`src/rtl/max7219_pkg.sv`:
```
// Shared definitions for the MAX7219-style serial register receiver:
// register address map, FSM state encoding and small helpers.
package max7219_pkg;

    // Register address map (addr field is word bits [11:8]).
    localparam logic [3:0] ADDR_NOOP      = 4'h0;
    localparam logic [3:0] ADDR_DIG0      = 4'h1;
    localparam logic [3:0] ADDR_DIG1      = 4'h2;
    localparam logic [3:0] ADDR_DIG2      = 4'h3;
    localparam logic [3:0] ADDR_DIG3      = 4'h4;
    localparam logic [3:0] ADDR_DIG4      = 4'h5;
    localparam logic [3:0] ADDR_DIG5      = 4'h6;
    localparam logic [3:0] ADDR_DIG6      = 4'h7;
    localparam logic [3:0] ADDR_DIG7      = 4'h8;
    localparam logic [3:0] ADDR_DECODE    = 4'h9;
    localparam logic [3:0] ADDR_INTENSITY = 4'hA;
    localparam logic [3:0] ADDR_SCANLIM   = 4'hB;
    localparam logic [3:0] ADDR_SHUTDOWN  = 4'hC;
    localparam logic [3:0] ADDR_TEST      = 4'hF;

    // Shift register and bit counter geometry.
    localparam int         SR_W      = 16;
    localparam int         CNT_W     = 5;
    localparam logic [4:0] CNT_MAX   = 5'd31;
    localparam logic [4:0] CNT_WORD  = 5'd16;

    // Receiver FSM encoding.
    typedef enum logic [1:0] {
        IDLE  = 2'd0,
        SHIFT = 2'd1,
        LATCH = 2'd2
    } state_e;

    // Address of digit register idx (0..7).
    function automatic logic [3:0] digit_addr(input int idx);
        return ADDR_DIG0 + 4'(idx);
    endfunction

endpackage

```
`src/rtl/max7219_rx_sync_edge.sv`:
```
// Two-flop synchronizer for one asynchronous input, plus a third flop
// used only to derive single-cycle rise/fall pulses of the synchronized level.
module sync_edge #(
    parameter logic RST_VAL = 1'b0
) (
    input  logic clock,
    input  logic reset,
    input  logic async_sig,
    output logic sync_sig,
    output logic rise,
    output logic fall
);

    logic s1;
    logic s2;
    logic s3;

    // Synchronizer chain; reset value chosen so reset release creates no edge.
    always_ff @(posedge clock or negedge reset) begin
        if (!reset) begin
            s1 <= RST_VAL;
            s2 <= RST_VAL;
            s3 <= RST_VAL;
        end else begin
            s1 <= async_sig;
            s2 <= s1;
            s3 <= s2;
        end
    end

    assign sync_sig = s2;
    assign rise     = s2 & ~s3;
    assign fall     = ~s2 & s3;

endmodule

```
`src/rtl/max7219_rx.sv`:
```
// Serial receiver for a MAX7219-style display driver bus. Frames are
// delimited by load (low during the word, rising edge latches it); bits are
// sampled on sck rises, MSB first. Accepted words write the addressed
// register; words shorter than 16 bits are rejected.
module max7219_rx
    import max7219_pkg::*;
#(
    parameter int MIN_HALF = 2
) (
    input  logic        clock,
    input  logic        reset,
    input  logic        sck,
    input  logic        din,
    input  logic        load,
    output logic        dout,
    output logic [63:0] digits,
    output logic [7:0]  decode_mode,
    output logic [3:0]  intensity,
    output logic [2:0]  scan_limit,
    output logic        shutdown_n,
    output logic        test_mode,
    output logic        frame_valid,
    output logic [3:0]  frame_addr,
    output logic [7:0]  frame_data,
    output logic        frame_err,
    output state_e      fsm_state
);

    // Below two clocks per sck phase the synchronizer cannot resolve edges.
    if (MIN_HALF < 2) begin : g_min_half_check
        $error("max7219_rx: MIN_HALF must be at least 2");
    end

    logic sck_lvl, sck_rise, sck_fall;
    logic din_sync, din_rise, din_fall;
    logic load_lvl, load_rise, load_fall;

    sync_edge #(.RST_VAL(1'b0)) u_sync_sck (
        .clock(clock), .reset(reset), .async_sig(sck),
        .sync_sig(sck_lvl), .rise(sck_rise), .fall(sck_fall)
    );

    sync_edge #(.RST_VAL(1'b0)) u_sync_din (
        .clock(clock), .reset(reset), .async_sig(din),
        .sync_sig(din_sync), .rise(din_rise), .fall(din_fall)
    );

    sync_edge #(.RST_VAL(1'b1)) u_sync_load (
        .clock(clock), .reset(reset), .async_sig(load),
        .sync_sig(load_lvl), .rise(load_rise), .fall(load_fall)
    );

    // Only the levels/edges actually needed drive logic; the rest are parked.
    logic unused_sync;
    assign unused_sync = ^{sck_lvl, din_rise, din_fall, load_lvl};

    state_e            state;
    state_e            state_nx;
    logic [SR_W-1:0]   sr;
    logic [CNT_W-1:0]  cnt;
    logic              accept;
    logic              reject;
    logic [3:0]        word_addr;
    logic [7:0]        word_data;

    assign fsm_state = state;
    assign word_addr = sr[11:8];
    assign word_data = sr[7:0];
    assign accept    = (state == LATCH) && (cnt >= CNT_WORD);
    assign reject    = (state == LATCH) && (cnt <  CNT_WORD);

    // FSM state register.
    always_ff @(posedge clock or negedge reset) begin
        if (!reset) begin
            state <= IDLE;
        end else begin
            state <= state_nx;
        end
    end

    // FSM next state: a load fall opens a frame, a load rise closes it,
    // and LATCH is a single evaluation cycle.
    always_comb begin
        state_nx = state;
        unique case (state)
            IDLE:    if (load_fall) state_nx = SHIFT;
            SHIFT:   if (load_rise) state_nx = LATCH;
            LATCH:   state_nx = IDLE;
            default: state_nx = IDLE;
        endcase
    end

    // Shift path: clear at frame start, shift on sck rise (a coincident load
    // rise takes priority and drops that bit), cascade MSB out on sck fall.
    always_ff @(posedge clock or negedge reset) begin
        if (!reset) begin
            sr   <= '0;
            cnt  <= '0;
            dout <= 1'b0;
        end else begin
            case (state)
                IDLE: begin
                    if (load_fall) begin
                        sr  <= '0;
                        cnt <= '0;
                    end
                end
                SHIFT: begin
                    if (sck_rise && !load_rise) begin
                        sr <= {sr[SR_W-2:0], din_sync};
                        if (cnt != CNT_MAX) begin
                            cnt <= cnt + 5'd1;
                        end
                    end
                    if (sck_fall) begin
                        dout <= sr[SR_W-1];
                    end
                end
                default: ;
            endcase
        end
    end

    // Frame report: one-cycle status pulses; the last accepted word is held.
    always_ff @(posedge clock or negedge reset) begin
        if (!reset) begin
            frame_valid <= 1'b0;
            frame_err   <= 1'b0;
            frame_addr  <= '0;
            frame_data  <= '0;
        end else begin
            frame_valid <= accept;
            frame_err   <= reject;
            if (accept) begin
                frame_addr <= word_addr;
                frame_data <= word_data;
            end
        end
    end

    // Register file: written on the same edge that reports acceptance.
    // No-op and the unmapped addresses D/E fall through without a write.
    always_ff @(posedge clock or negedge reset) begin
        if (!reset) begin
            digits      <= '0;
            decode_mode <= '0;
            intensity   <= '0;
            scan_limit  <= '0;
            shutdown_n  <= 1'b0;
            test_mode   <= 1'b0;
        end else if (accept) begin
            for (int i = 0; i < 8; i++) begin
                if (word_addr == digit_addr(i)) begin
                    digits[8*i +: 8] <= word_data;
                end
            end
            case (word_addr)
                ADDR_DECODE:    decode_mode <= word_data;
                ADDR_INTENSITY: intensity   <= word_data[3:0];
                ADDR_SCANLIM:   scan_limit  <= word_data[2:0];
                ADDR_SHUTDOWN:  shutdown_n  <= word_data[0];
                ADDR_TEST:      test_mode   <= word_data[0];
                default: ;
            endcase
        end
    end

endmodule

```
`config.mk`:
```
export PLATFORM = sky130hd
export DESIGN_NAME = max7219_rx
export DESIGN_NICKNAME = d
export VERILOG_FILES = /design/src/rtl/max7219_pkg.sv /design/src/rtl/max7219_rx_sync_edge.sv /design/src/rtl/max7219_rx.sv
export SDC_FILE = /design/constraint.sdc
export NUM_CORES = 1
export LEC_CHECK = 0
export ABC_AREA = 1
export ABC_CLOCK_PERIOD_IN_PS = 1500
export BUFFER_PORTS_ARGS = -buffer_cell sky130_fd_sc_hd__buf_2
export CORE_MARGIN = 5
export CORE_UTILIZATION = 49
export DETAILED_ROUTE_END_ITERATION = 7
export GPL_ROUTABILITY_DRIVEN = 0
export PLACE_DENSITY = 0.87
export SYNTH_ARGS = -nofsm -noshare
export SYNTH_HDL_FRONTEND = slang
export SYNTH_HIERARCHICAL = 1
export SYNTH_SLANG_ARGS = --single-unit
```
`constraint.sdc`:
```
create_clock -name clock -period 1.5 [get_ports clock]
set_input_delay 0 -clock clock [delete_from_list [all_inputs] [get_ports clock]]
set_output_delay 0 -clock clock [all_outputs]
set_load 0.05 [all_outputs]
```
---- Word level (Yosys, flattened, before mapping) ----
Index checks and enable logic that the tools add are counted.
cells by class
  add/sub/neg operators ................... 1
  magnitude comparators ................... 2
  equality and inequality tests ........... 20
  mux-type cells .......................... 10
  bitwise logic cells ..................... 8
  reduce and logical (&&, ||, !) cells .... 23
operators by type and width
  cell                   number
  $mux W16               2
  $pmux W16 S2           1
  $reduce_and A2 Y1      15
  $eq A4 B4 Y1 const B   6
  $eq A4 B3 Y1 const B   4
  $mux W5                3
  $pmux W5 S2            1
  $eq A4 B2 Y1 const B   2
  $ne A2 B2 Y1 const B   4
  $add A5 B1 Y5 const B  1
  $ge A5 B5 Y1 const B   1
  $lt A5 B5 Y1 const B   1
  $ne A5 B5 Y1 const B   1
  $and A1 B1 Y1          4
  $eq A4 B1 Y1 const B   1
  $mux W2                2
  $not A1 Y1             4
  $pmux W2 S2            1
  $reduce_and A4 Y1      1
  $logic_and A1 B1 Y1    3
  $reduce_and A3 Y1      1
  $eq A2 B1 Y1 const B   1
  $eq A2 B2 Y1 const B   1
  $logic_not A2 Y1       1
  2 further kinds        2
storage, ports and cells
  register bits after elaboration ......... 127
  input bits .............................. 5
  output and inout bits ................... 98
  word-level logic and storage cells ...... 93

---- Longest topological paths before layout ----
  depth after elaboration ................. 6
  depth in mapped cells ................... 8
  gate-level depth less buffers ........... 8

---- Modules after synthesis ----
Netlist, hierarchy kept.
modules (own cells, without submodules)
  module                       times used  cells an instance  area each (um^2)
  max7219_rx                   1           473                4660.7
  sync_edge at u_sync_din ...  2           7                  90.1
  sync_edge at u_sync_load     1           7                  93.8

---- Worst setup path before layout ----
OpenSTA, ideal clock, no wires.
  path kind ............................... reg-to-reg
  start point ............................. register state[0] (netlist: fsm_state[0])
  end point ............................... register sr[0]
  setup time .............................. 0.066 ns
  data arrival time ....................... 1.610 ns
  path slack .............................. -0.176 ns
  stages on the path, launching flop included .. 8
  path buffers ............................ 1
  clock period less this slack ............ 1.676 ns
  cell sequence ........................... dfrtp_1 > inv_1 > nor2_4 > nand3_2 > nand2_2 > buf_4 > nand3_1 > nand2_1
between the ends
  cells in the longest elaborated chain, start to end .. 3
  elaborated cells on any way between the ends .. 7
RTL lines
  item                                                                 RTL line           RTL
  from (decl)                                                          max7219_rx.sv:57   state_e state;
  from (signal assigned)                                               max7219_rx.sv:77   state <= state_nx;
  $eq A2 B1 Y1 / $logic_not A2 Y1 (equally long branches)              max7219_rx.sv:101  case (state)
  $ne A2 B2 Y1 (no line) / $reduce_bool A2 Y1 (equally long branches)  n/a
  $reduce_and A3 Y1 (no line)                                          n/a
  to (signal assigned)                                                 max7219_rx.sv:110  sr <= {sr[SR_W-2:0], din_sync};
  to (decl)                                                            max7219_rx.sv:59   logic [SR_W-1:0] sr;
Parallel ways exist; a longest one is shown, timed or not.
A chain may end at the register's enable or synchronous reset.

---- Worst setup path in the final report ----
  start point ............................. register cnt[1]
  end point ............................... register cnt[1]
between the ends
  cells in the longest elaborated chain, start to end .. 4
  elaborated cells on any way between the ends .. 7
RTL lines
  item                    RTL line           RTL
  from (decl)             max7219_rx.sv:60   logic [CNT_W-1:0] cnt;
  from (signal assigned)  max7219_rx.sv:112  cnt <= cnt + 5'd1;
  $add A5 B1 Y5           max7219_rx.sv:112
  $mux W5                 max7219_rx.sv:111  if (cnt != CNT_MAX) begin
  $mux W5                 max7219_rx.sv:109  if (sck_rise && !load_rise) begin
  $pmux W5 S2             max7219_rx.sv:101
Parallel ways exist; a longest one is shown, timed or not. The select of a mux whose other input is x is not followed.

==> metrics <==
status=complete, no violations; startpoint class of the critical path=flip-flop; Root Driver=clkbuf_8; Setup crit end kind=flip-flop; fill cell count=805; CTS tree=built; Setup CP Type=flip-flop to flip-flop; number of nets with antenna violations after routing=0; maximum number of pins on one net before global-route repair=78; Worst R2R Start=cnt[1]$_DFFE_PN0P_; TritonCTS buffer count=17; Leakage Power=0.00333 uW; latest clock arrival within the worst-skew pair=0.50 ns; pwr/cell area=1390 nW/um2; Initial Util=50.1%; DIE HEIGHT=110 um; CP peak stage delay=0.38 ns; final net count=616; Sw Share=23.0%; fmax=0.667 GHz; GRT Util Overall=roughly a fifth; routed vias/inst=5.19; die area=12,100 um2; Sink Count=127; worst-margin pin slew=around 0.6 ns; CP max-delay cell=dfrtp_1; Port Buffers=slightly above 100; overall power=around 8800 uW; RSZ-0062 raised after global routing=true; io pins=103; Mapped Cells=489; Ys Warns=6; DR WL/cell=16.4 um; final worst-path cycle share=99.9%; vias in the first global route=3,887; antenna violations before repair=0; Clk pwr share=52.2%; Worst R2R End=cnt[1]$_DFFE_PN0P_; crit-path cells=ha_2 > nand2_2 > nor2_2 > ha_2 > a21oi_4 > nand3_2 > nand2_1 > o21ai_1; critical path data arrival time=1.89 ns; dpl hpwl=8.08 mm; logic gate share of total power=7.2%; Worst Hold Slack=0.0502 ns; CP top delay family=flip-flops; via count=3,919; final wirelength=12.3 mm; crit-path max FO=5; Synthesized Nets=496; CP Data Required Time=1.89 ns; DP Area=5560 um2; Slew Limit Fails=0; Rows=36; area of the core=9770 um2; clock tree buffer depth=2; synthesized area per cell=10.0 um2; CTS HTree Levels=4; proportion of layout cells with a drive suffix above 1=28.8%; n_diodes=0; Detailed Route Iter0 Violations=342; Seq pwr share=40.6%; clock transition at the registers of the reported paths=0.06 ns; Worst VDD drop=0.000867 V; Psw=~2000 uW; drc violations=0; max-cap violations=0; R2R depth=8; Internal Pwr Total=6770 uW; final hold violations=0; number of setup violations in the final report=0; Buffers & Inverters on Critical Path=0; Design Area, Final=6340 um2; Worst slew margin=a little under 60%; Setup Skew=0.00665 ns; most used cell, CP=ha_2; Tightest Hold Check Type=input port to async pin; synthesis-to-layout area growth=29.5%; Post-Route Utilization=between 60% and 70%; Netlist Area Pre-Place=about 4900 um2; first-pass GRT wire length=19.2 mm; minimum clock period=1.50 ns; reg2reg setup slack=0.002 ns; DRT Pass-1 Iters=5; Die X=110 um; GRT overflow=0
placed cells by master (no fill, tap or decap):
master	n
a21oi_4	1
buf_12	2
buf_2	101
buf_4	14
bufinv_16	6
clkbuf_1	1
clkbuf_16	16
clkbuf_8	2
clkinv_2	1
clkinv_4	2
clkinvlp_4	3
dfrtp_1	122
dfrtp_2	2
dfstp_2	3
dlygate4sd3_1	4
ha_2	2
inv_1	27
inv_2	1
inv_4	1
inv_6	1
nand2_1	134
nand2_2	4
nand2_4	7
nand3_1	37
nand3_2	2
nand3_4	3
nand4_1	1
nor2_1	16
nor2_2	3
nor2_4	1
nor3_1	1
o21ai_0	43
o21ai_1	57
or2_2	1
repair_timing:
action	CTS	global route
setup endpoints to repair	6	22
hold endpoints to repair	130	0
gates cloned	1	0
gates resized for setup	5	16
buffers inserted	0	1
hold buffers	4	0
pin swaps	3	8
cell type report:
cell class                      instances  area (um2)  area share (%)
Timing Repair Buffer                  121         691            10.9
Inverter                               29         111            1.76
Clock inverter                         13         234            3.69
Sequential cell                       127        3180            50.2
Clock buffer                           19         432            6.81
Tap cell                              133         166            2.63
Multi-Input combinational cell        313        1520            24.0
tightest hold or removal path: cells and delay by family:
family                 cells  cell delay (ns)
buffers and inverters      3             0.96
registers in the layout, indices dropped and copies added (netlist names):
register	cells
u_sync_load/s3	1
scan_limit	3
u_sync_din/s1	1
sr	16
u_sync_sck/s3	1
frame_valid	1
frame_data	8
u_sync_load/s1	1
fsm_state	2
u_sync_load/sync_sig	1
dout	1
u_sync_sck/sync_sig	1
digits	64
frame_addr	4
test_mode	1
decode_mode	8
u_sync_din/sync_sig	1
u_sync_sck/s1	1
intensity	4
cnt	5
shutdown_n	1
frame_err	1
worst max-delay path by stage:
stage	from	to	slack, ns	depth (start not counted)
after global routing	cnt[1]$_DFFE_PN0P_	cnt[1]$_DFFE_PN0P_	-0.1	8
after detailed placement	cnt[0]$_DFFE_PN0P_	cnt[3]$_DFFE_PN0P_	-0.13	7
after floorplan	cnt[0]$_DFFE_PN0P_	cnt[3]$_DFFE_PN0P_	0.0004	8
final	cnt[1]$_DFFE_PN0P_	cnt[1]$_DFFE_PN0P_	0.002	8
after global placement	cnt[0]$_DFFE_PN0P_	cnt[0]$_DFFE_PN0P_	-0.03	8
after CTS	cnt[0]$_DFFE_PN0P_	cnt[3]$_DFFE_PN0P_	0.02	8
metal layers:
metal	GRT usage [%]	wire length [um]	up-vias
met3	5.87	960	13
met1	27.2	5120	1904
met5	0	0	-
li1	-	-	1838
met4	6.68	170	0
met2	34.6	6100	164
power groups by stage:
stage                     registers (uW)  logic [uW]  clock network (uW)
after global routing                3570         698                4800
after detailed placement            3620         554                   0
final                               3570         633                4590
after global placement              3610         537                   0
after floorplan                     3660         262                   0
after CTS                           3560         587                4630
through the flow:
step	instances	TNS, ns	setup WS (ns)
after detailed placement	717	-0.508	-0.126
after floorplan	489	0	0.000410
after global placement	717	-0.121	-0.0293
final	755	0	0.00159
after CTS	754	0	0.0208
after global routing	755	-0.351	-0.0975
Power figures use the tool's default switching activity.
